File: config.mk
export PLATFORM = sky130hd
export DESIGN_NAME = dw_stack_arbiter_flat
export DESIGN_NICKNAME = d
export VERILOG_FILES = /design/src/rtl/dw_stack_arb_pkg.sv /design/src/rtl/dw_stack_arbiter_if.sv /design/src/rtl/dw_rr_pick.sv /design/src/rtl/dw_stack_arbiter.sv /design/src/flat_wrapper.sv
export SDC_FILE = /design/constraint.sdc
export NUM_CORES = 1
export LEC_CHECK = 0
export BUFFER_PORTS_ARGS = -buffer_cell sky130_fd_sc_hd__buf_2
export CAP_MARGIN = 20
export CORE_ASPECT_RATIO = 2
export CORE_UTILIZATION = 46
export CTS_CLUSTER_SIZE = 20
export DETAILED_ROUTE_END_ITERATION = 7
export HOLD_SLACK_MARGIN = 0.05
export PLACE_DENSITY_LB_ADDON = 0.15
export SETUP_SLACK_MARGIN = 0.3
export SLEW_MARGIN = 20
export SYNTH_ARGS = -nofsm -noshare
export SYNTH_HDL_FRONTEND = slang
export SYNTH_SLANG_ARGS = --single-unit
File: constraint.sdc
create_clock -name clk -period 1.99 [get_ports clk]
set_input_delay 0.398 -clock clk [delete_from_list [all_inputs] [get_ports clk]]
set_output_delay 0.398 -clock clk [all_outputs]
set_load 0.01 [all_outputs]
File: src/rtl/dw_stack_arb_pkg.sv
// Purpose : shared constants for the stack arbiter slice (FSM encoding, op codes, clog2).
// Latency : n/a (package only).
// Backpr. : n/a (package only).
package dw_stack_arb_pkg;

    // FSM state encoding; kept as plain vectors so older code can compare against them
    localparam logic [1:0] ST_IDLE  = 2'd0;
    localparam logic [1:0] ST_ISSUE = 2'd1;
    localparam logic [1:0] ST_RESP  = 2'd2;

    // Requester op encoding
    localparam logic OP_PUSH = 1'b1;
    localparam logic OP_POP  = 1'b0;

    // Ceiling log2; clog2(1) = 0, clog2(5) = 3
    function automatic int clog2(input int value);
        int r;
        int v;
        r = 0;
        v = value - 1;
        while (v > 0) begin
            r = r + 1;
            v = v >> 1;
        end
        return r;
    endfunction

endpackage

File: src/rtl/dw_stack_arbiter_if.sv
// Purpose : requester-side bundle of the stack arbiter (requests, op, data, completion).
// Latency : n/a (wiring only).
// Backpr. : req is held by the client until its one-cycle ack pulse.
// Ports   : req/op/wdata driven by clients (master); ack/rsp_err/rdata driven by arbiter (slave).
interface dw_stack_arbiter_if #(
    parameter int NREQ  = 4,
    parameter int WIDTH = 8
);
    logic [NREQ-1:0]       req;
    logic [NREQ-1:0]       op;
    logic [NREQ*WIDTH-1:0] wdata;
    logic [NREQ-1:0]       ack;
    logic                  rsp_err;
    logic [WIDTH-1:0]      rdata;

    modport master (
        output req, op, wdata,
        input  ack, rsp_err, rdata
    );

    modport slave (
        input  req, op, wdata,
        output ack, rsp_err, rdata
    );
endinterface

File: src/rtl/dw_rr_pick.sv
// Purpose : round-robin priority picker, first set req after rr_ptr (wrapping).
// Latency : combinational.
// Backpr. : none; caller decides when to consume the winner.
// Ports   : req (NREQ) + rr_ptr in; winner index + any_vld out.
module dw_rr_pick
    import dw_stack_arb_pkg::*;
#(
    parameter  int NREQ = 4,
    localparam int IW   = clog2(NREQ)
) (
    input  logic [NREQ-1:0] req,
    input  logic [IW-1:0]   rr_ptr,
    output logic [IW-1:0]   winner,
    output logic            any_vld
);

    logic found;

    // Search rr_ptr+1, rr_ptr+2, ... so the last winner has lowest priority
    always_comb begin
        winner = '0;
        found  = 1'b0;
        for (int k = 1; k <= NREQ; k++) begin
            if (!found && req[(int'(rr_ptr) + k) % NREQ]) begin
                found  = 1'b1;
                winner = IW'((int'(rr_ptr) + k) % NREQ);
            end
        end
    end

    assign any_vld = |req;

endmodule

File: src/rtl/dw_stack_arbiter.sv
// Purpose : round-robin share of one DW_stack-style stack, screens overflow/underflow.
// Latency : 3 cycles per transaction (IDLE pick, ISSUE stack strobe, RESP ack).
// Backpr. : clients hold req until ack; losers simply wait, at most NREQ-1 transactions.
// Ports   : clk/rst; bus (slave modport: req/op/wdata in, ack/rsp_err/rdata out);
//           busy, level, protocol_err status; stk_* lines to/from the shared stack.
module dw_stack_arbiter
    import dw_stack_arb_pkg::*;
#(
    parameter  int NREQ  = 4,
    parameter  int WIDTH = 8,
    parameter  int DEPTH = 16,
    localparam int IW    = clog2(NREQ),
    localparam int LW    = clog2(DEPTH + 1)
) (
    input  logic                 clk,
    input  logic                 rst,
    dw_stack_arbiter_if.slave    bus,
    output logic                 busy,
    output logic [LW-1:0]        level,
    output logic                 stk_push_req_n,
    output logic                 stk_pop_req_n,
    output logic [WIDTH-1:0]     stk_data_in,
    input  logic [WIDTH-1:0]     stk_data_out,
    input  logic                 stk_empty,
    input  logic                 stk_full,
    input  logic                 stk_error,
    output logic                 protocol_err
);

    logic [1:0]       state;
    logic [IW-1:0]    rr_ptr;
    logic [IW-1:0]    win_q;
    logic             op_q;
    logic [WIDTH-1:0] wdat_q;
    logic [WIDTH-1:0] rdata_q;
    logic             reject_q;
    logic [LW-1:0]    level_q;
    logic             perr_q;

    logic [IW-1:0]    pick_idx;
    logic             pick_vld;
    logic             in_issue;
    logic             reject;
    logic             lvl_mismatch;

    dw_rr_pick #(.NREQ(NREQ)) u_pick (
        .req     (bus.req),
        .rr_ptr  (rr_ptr),
        .winner  (pick_idx),
        .any_vld (pick_vld)
    );

    assign in_issue = (state == ST_ISSUE);

    // Flags are read live in ISSUE; the IDLE gap guarantees the previous strobe has landed
    assign reject = (op_q == OP_PUSH) ? stk_full : stk_empty;

    // Stack strobes are combinational from state so reset releases them immediately
    assign stk_push_req_n = !(in_issue && (op_q == OP_PUSH) && !reject);
    assign stk_pop_req_n  = !(in_issue && (op_q == OP_POP)  && !reject);
    assign stk_data_in    = (in_issue && !reject) ? wdat_q : '0;

    assign bus.ack     = (state == ST_RESP) ? ({{(NREQ-1){1'b0}}, 1'b1} << win_q) : '0;
    assign bus.rsp_err = (state == ST_RESP) && reject_q;
    assign bus.rdata   = (state == ST_RESP) ? rdata_q : '0;

    assign busy         = (state != ST_IDLE);
    assign level        = level_q;
    assign protocol_err = perr_q;

    always_ff @(posedge clk or posedge rst) begin
        if (rst) begin
            state    <= ST_IDLE;
            rr_ptr   <= IW'(NREQ - 1);
            win_q    <= '0;
            op_q     <= OP_POP;
            wdat_q   <= '0;
            rdata_q  <= '0;
            reject_q <= 1'b0;
            level_q  <= '0;
        end else begin
            case (state)
                ST_IDLE: begin
                    if (pick_vld) begin
                        win_q  <= pick_idx;
                        op_q   <= bus.op[pick_idx];
                        wdat_q <= bus.wdata[pick_idx*WIDTH +: WIDTH];
                        state  <= ST_ISSUE;
                    end
                end
                ST_ISSUE: begin
                    reject_q <= reject;
                    rr_ptr   <= win_q;
                    rdata_q  <= (!reject && (op_q == OP_POP)) ? stk_data_out : '0;
                    // Gating by full/empty keeps level inside 0..DEPTH, no wrap possible
                    if (!reject) begin
                        level_q <= (op_q == OP_PUSH) ? level_q + LW'(1) : level_q - LW'(1);
                    end
                    state <= ST_RESP;
                end
                ST_RESP: begin
                    state <= ST_IDLE;
                end
                default: begin
                    state <= ST_IDLE;
                end
            endcase
        end
    end

    // Level vs flags is only compared in IDLE, where no stack update is pending
    assign lvl_mismatch = ((level_q == LW'(DEPTH)) != stk_full) ||
                          ((level_q == '0) != stk_empty);

    always_ff @(posedge clk or posedge rst) begin
        if (rst) begin
            perr_q <= 1'b0;
        end else if (stk_error || ((state == ST_IDLE) && lvl_mismatch)) begin
            perr_q <= 1'b1;
        end
    end

endmodule

File: src/flat_wrapper.sv
// flat-port wrapper written by rule: the top's interface ports become plain ports
module dw_stack_arbiter_flat import dw_stack_arb_pkg::*;
#(
    parameter  int NREQ  = 4,
    parameter  int WIDTH = 8,
    parameter  int DEPTH = 16,
    localparam int IW    = clog2(NREQ),
    localparam int LW    = clog2(DEPTH + 1)
)
  (clk, rst, busy, level, stk_push_req_n, stk_pop_req_n, stk_data_in, stk_data_out, stk_empty, stk_full, stk_error, protocol_err, bus_req, bus_op, bus_wdata, bus_ack, bus_rsp_err, bus_rdata);
  dw_stack_arbiter_if #(.NREQ(NREQ), .WIDTH(WIDTH)) bus_i ();
  input  logic clk;
  input  logic rst;
  output logic busy;
  output logic [LW-1:0] level;
  output logic stk_push_req_n;
  output logic stk_pop_req_n;
  output logic [WIDTH-1:0] stk_data_in;
  input  logic [WIDTH-1:0] stk_data_out;
  input  logic stk_empty;
  input  logic stk_full;
  input  logic stk_error;
  output logic protocol_err;
  input wire logic [$bits(bus_i.req)-1:0] bus_req;
  input wire logic [$bits(bus_i.op)-1:0] bus_op;
  input wire logic [$bits(bus_i.wdata)-1:0] bus_wdata;
  output wire logic [$bits(bus_i.ack)-1:0] bus_ack;
  output wire logic [$bits(bus_i.rsp_err)-1:0] bus_rsp_err;
  output wire logic [$bits(bus_i.rdata)-1:0] bus_rdata;
  assign bus_i.req = bus_req;
  assign bus_i.op = bus_op;
  assign bus_i.wdata = bus_wdata;
  assign bus_ack = bus_i.ack;
  assign bus_rsp_err = bus_i.rsp_err;
  assign bus_rdata = bus_i.rdata;
  dw_stack_arbiter #(.NREQ(NREQ), .WIDTH(WIDTH), .DEPTH(DEPTH)) u_core (.clk(clk), .rst(rst), .bus(bus_i), .busy(busy), .level(level), .stk_push_req_n(stk_push_req_n), .stk_pop_req_n(stk_pop_req_n), .stk_data_in(stk_data_in), .stk_data_out(stk_data_out), .stk_empty(stk_empty), .stk_full(stk_full), .stk_error(stk_error), .protocol_err(protocol_err));
endmodule
# == Word-level counts from Yosys, hierarchy flattened ==
# Cells that the tools add are included.
# op_classes
n_lt_le_gt_ge,5
bitwise,6
add_sub_neg,6
n_eq_ne,6
shifts,2
n_reduce_logical,29
muxes,29
# ops
operator,n
$shiftx 32x6->8,1
$mux 8,3
$lt 3x4->1 const B,4
$mux 1,13
$logic_and 1x1->1,11
$bmux 1 s2,5
$mux 2,5
$reduce_or 2->1,4
$logic_not 1->1,6
$add 5x1->5 const B,1
$eq 5x5->1 const B,1
$logic_not 5->1,1
$mux 5,1
$sub 5x1->5 const B,1
$add 2x1->2 const B,2
$add 2x2->2 const B,2
$and 1x1->1 const A,4
$mux 4,1
$pmux 2 s2,1
$reduce_and 2->1,2
$reduce_or 4->1,1
$shl 1x2->4 const A,1
$lt 2x3->1 const B,1
$eq 2x1->1 const B,1
other kinds (7),10
# totals
elab_cells,92
input_bits,53
reg_bits,30

# == Longest topological paths before layout ==
# depth
ltp_word,18
mapped_depth,8

# == Cells and area by module ==
# Synthesis repeated with hierarchy kept, for this count alone.
# unflattened
hier_cells,149
hier_area_um2,1779.2
# modules_own_cells
module,area_each_um2,seq_area_each_um2,cells_per_inst,n_inst
dw_stack_arbiter,1697.9,753.2,135,1
dw_rr_pick,81.3,0.0,14,1

# == Worst setup path before layout ==
# Ideal clock, no wire load.
# synth_timing
path_type,reg2reg
start,register u_core.rr_ptr[1]
end,register u_core.wdat_q[0]
stages_incl_launch_ff,8
required_ps,1849
path_slack_ps,287
path_buffers,3
t_arrival_ps,1561
path_cell_list,dfstp_2 buf_6 mux2i_1 o221a_1 buf_6 buf_12 mux2i_1 o221ai_1
# synth_between
elab_chain_len,15
word_cells_on_any_way,30
# synth_lines
element,line_no,text
start: declaration,dw_stack_arbiter.sv:31,logic [IW-1:0] rr_ptr;
start signal: assignment,dw_stack_arbiter.sv:74,rr_ptr <= IW'(NREQ - 1);
start signal: assignment,dw_stack_arbiter.sv:93,rr_ptr <= win_q;
$add 2x1->2,"dw_rr_pick.sv:24, dw_rr_pick.sv:26",
$bmux 1 s2,dw_rr_pick.sv:24,if (!found && req[(int'(rr_ptr) + k) % NREQ]) begin
$mux 1 (not written as such) (2 in series),dw_rr_pick.sv:24,
$mux 1,dw_rr_pick.sv:24,
$logic_not 1->1,dw_rr_pick.sv:24,
$logic_and 1x1->1,dw_rr_pick.sv:24,
$mux 1,dw_rr_pick.sv:24,
$logic_not 1->1,dw_rr_pick.sv:24,
$logic_and 1x1->1,dw_rr_pick.sv:24,
$mux 1,dw_rr_pick.sv:24,
$logic_not 1->1,dw_rr_pick.sv:24,
$logic_and 1x1->1,dw_rr_pick.sv:24,
$mux 2 *,dw_rr_pick.sv:24,
$shiftx 32x6->8 *,dw_stack_arbiter.sv:87,wdat_q <= bus.wdata[pick_idx*WIDTH +: WIDTH];
end signal: assignment,dw_stack_arbiter.sv:87,
end: declaration,dw_stack_arbiter.sv:34,logic [WIDTH-1:0] wdat_q;
# Mark *: on every way between the ends. The rest lies on a longest branch, timed or not. The select of a mux whose other input is x is not followed.
# A chain may end at the register's enable or synchronous reset.

# == Worst setup path in the final report ==
# layout_timing
start,register u_core.op_q
end,output port stk_data_in[4]
# layout_between
elab_chain_len,4
# layout_lines
element,line_no,text
start: declaration,dw_stack_arbiter.sv:33,logic op_q;
start signal: assignment,dw_stack_arbiter.sv:86,op_q <= bus.op[pick_idx];
$mux 1,dw_stack_arbiter.sv:56,assign reject = (op_q == OP_PUSH) ? stk_full : stk_empty;
$logic_not 1->1,dw_stack_arbiter.sv:61,assign stk_data_in = (in_issue && !reject) ? wdat_q : '0;
$logic_and 1x1->1,dw_stack_arbiter.sv:61,
$mux 8,dw_stack_arbiter.sv:61,
end: declaration,flat_wrapper.sv:18,output logic [WIDTH-1:0] stk_data_in;
# Every way passes these cells.

==> results.toml <==
[outcome]
run_status = "completed"

[worst_setup_path]
cp_max_fo = 5
critPathArrivalTime_ns = 1.42
critPathLaunchType = "flop"
end_kind = "output port"
critPathKind = "reg2out"
cp.required_ns = 1.59

[min_path]
holdCritPathClass = "in2async"

[synthesis]
synth_area_mm2 = 0.001739
yosysTopAreaCellShare_pct = 40.29
synth_seq_cells = 30
yosysUniqueCellTypes = 35
syn_avg_cell_area_um2 = 9.771
synth_common_cells = "dfrtp_1 (28), nand2_1 (24), mux2i_1 (19)"
synthCells = 178
synth_enable_flop_cells = 0
synth_flop_cell = "dfrtp_1"
yosysMostFrequentCell = "dfrtp_1"
yosys_warnings = 0
yosys.area.top_type = "dfrtp_1"
yosys-top-cells-area = "dfrtp_1 (40%), mux2i_1 (11%), and2_1 (6.1%)"
ys_async_sr_fraction_pct = 100.0
yosysSeqAreaShare_pct = 43.31
syn_nets = 235

[drt]
drc = 0
firstDrtPassIters = 4
wl_mm = 4.809
dr.first_iter.drc_count = 14
wl_per_cell_um = 14.57
routed_via_density = 5.209
vias = 1719
antenna_left = 0

[timing]
finalClockSkew_ns = 0.003000
setup_violations = 0
worst_pin_slew_ns = 0.5334
period_minus_slack_ns = 1.822
drv_slew = 0
period_share_pct = 91.54
finalSetupTns_ns = 0
max_slew_margin_pct = 64.20
fin_ws_ns = 0.1683
fmax_ghz = 0.5489
rsz0062_at_grt = "true"
finalHoldViolations = 0

[global_route]
grt_pass1_wl_mm = 6.817
grt_util_all_layers_pct = 23.19
grt-ovfl-total = 0
antenna_found_initial = 0
grt_max_degree = 31
grt_pass1_vias = 1586

[layout]
drive_above_1_share_pct = 54.09
final_nets = 337
n_antenna_cell = 0
fin_area_mm2 = 0.002740
syn2layout_area_growth_pct = 57.55

[place]
gp_congestion = 0.8529
port-buffer-count = 82
hpwl_mm = 3.123
place_area_mm2 = 0.002218
pre_cts_ws_ns = 0.2385

[cts]
ctsHtreeMaxLevel = 2
cts_hold_buf = 0
clock_latency_ns = 0.28
cts_sinks = 30
numCtsBuffers = 5
cts_root_buffer = "clkbuf_8"
cts_buffer_depth = 2
cts_tree = "done"
path_clk_slew_ns = 0.06

[floorplanning]
coreArea_mm2 = 0.003607
initial_core_util_pct = 48.21
die_x_um = 45.48
ios = 83
die_y_um = 88.96
rows = 31
dieArea_mm2 = 0.004046

[power_and_ir_drop]
power_density_mw_per_mm2 = 1431
finalPower_w = 0.003920
static-leakage-power_nw = 1.378
ir_worst_vdd_mv = 0.8856

[job]
drv_cap = 0
routing by layer:
metal  vias up  track usage [%]  part of all wire [%]
met3         6            5.859                   4.9
li1        827                -                     -
met1       818            23.16                    34
met2        68            43.64                    60
met4         0            7.989                   1.2
met5         -                0                     0
cells in the final DEF, fill, tap and decap left out, types with 3 or more instances in the layout:
cell type / count
mux2i_1: 18
inv_1: 6
nand2_1: 24
nor2_4: 3
and2_4: 15
buf_4: 10
o221ai_1: 9
buf_2: 66
dfrtp_1: 27
nor2_1: 8
a22o_1: 8
inv_2: 3
nand2b_1: 3
o21ai_1: 5
buf_6: 21
a21oi_2: 3
clkbuf_8: 6
flip-flops by register name, indices dropped and copies added (netlist names):
signal and count:
u_core.protocol_err 1, u_core.reject_q 1, u_core.rr_ptr 2, u_core.op_q 1
u_core.level 5, u_core.win_q 2, u_core.wdat_q 8, u_core.state 2
u_core.rdata_q 8
through the flow:
| step | cells | util [%] | hold slack (ns) |
|---|---|---|---|
| 2_1_floorplan | 178 | - | 0.4476 |
| 3_3_place_gp | 309 | 61.50 | 0.4617 |
| 3_5_place_dp | 309 | 61.50 | 0.4651 |
| 4_1_cts | 325 | 68.23 | 0.1870 |
| 5_1_grt | 330 | 75.96 | 0.2230 |
| 6_report | 330 | 75.96 | 0.1791 |
power breakdown:
part           internal [W]  leakage, nW  switching (W)
clock network      0.000278       0.0482       0.000225
registers          0.000901        0.367       0.000241
logic               0.00119        0.962        0.00109
critical path: stages (launching register included):
cell and delay (ns):
dfrtp_2 0.40, nor2b_4 0.21, nor2_4 0.05, nor2_4 0.11
buf_6 0.14, and2_4 0.14, buf_6 0.09
final timing paths:
path                                              start                              end  slack [ns]  cells past startpoint
setup / recovery                u_core.op_q$_DFFE_PP0P_                   stk_data_in[4]        0.17                      6
hold / removal                                      rst  u_core.protocol_err$_DFFE_PP0P_        0.18                      3
setup reg to reg           u_core.rr_ptr[1]$_DFFE_PP1N_     u_core.wdat_q[4]$_DFFE_PP0P_        0.20                      6
hold reg to reg            u_core.wdat_q[2]$_DFFE_PP0P_     u_core.wdat_q[2]$_DFFE_PP0P_        0.50                      2
max in group asynchronous                           rst     u_core.rr_ptr[0]$_DFFE_PP1N_        1.50                      3
min in group clk                              stk_error  u_core.protocol_err$_DFFE_PP0P_        0.32                      2
final cells by class:
class | instances | area, um^2
fill | 267 | 867.1
clock inverter | 1 | 5.005
timing repair buffer | 102 | 759.5
clock buffer | 7 | 86.33
multi-input combinational | 131 | 1033
inverter | 10 | 40.04
sequential | 30 | 754.5
tap | 49 | 61.31
cell families after synthesis:
| group | synth area share (%) |
|---|---|
| compound gates | 15.25 |
| buf+inv | 5.468 |
| flops | 43.31 |
| mux | 10.94 |
| simple gates | 19.71 |
| fa+ha+maj | 3.310 |
| xor+xnor | 2.015 |
timing repair:
action	CTS	global route
gates cloned	2	3
buffers inserted	6	2
pin swaps	4	11
gates resized for setup	22	46
setup endpoints to repair	18	33
Note: power is estimated with default switching activity, not from simulation.
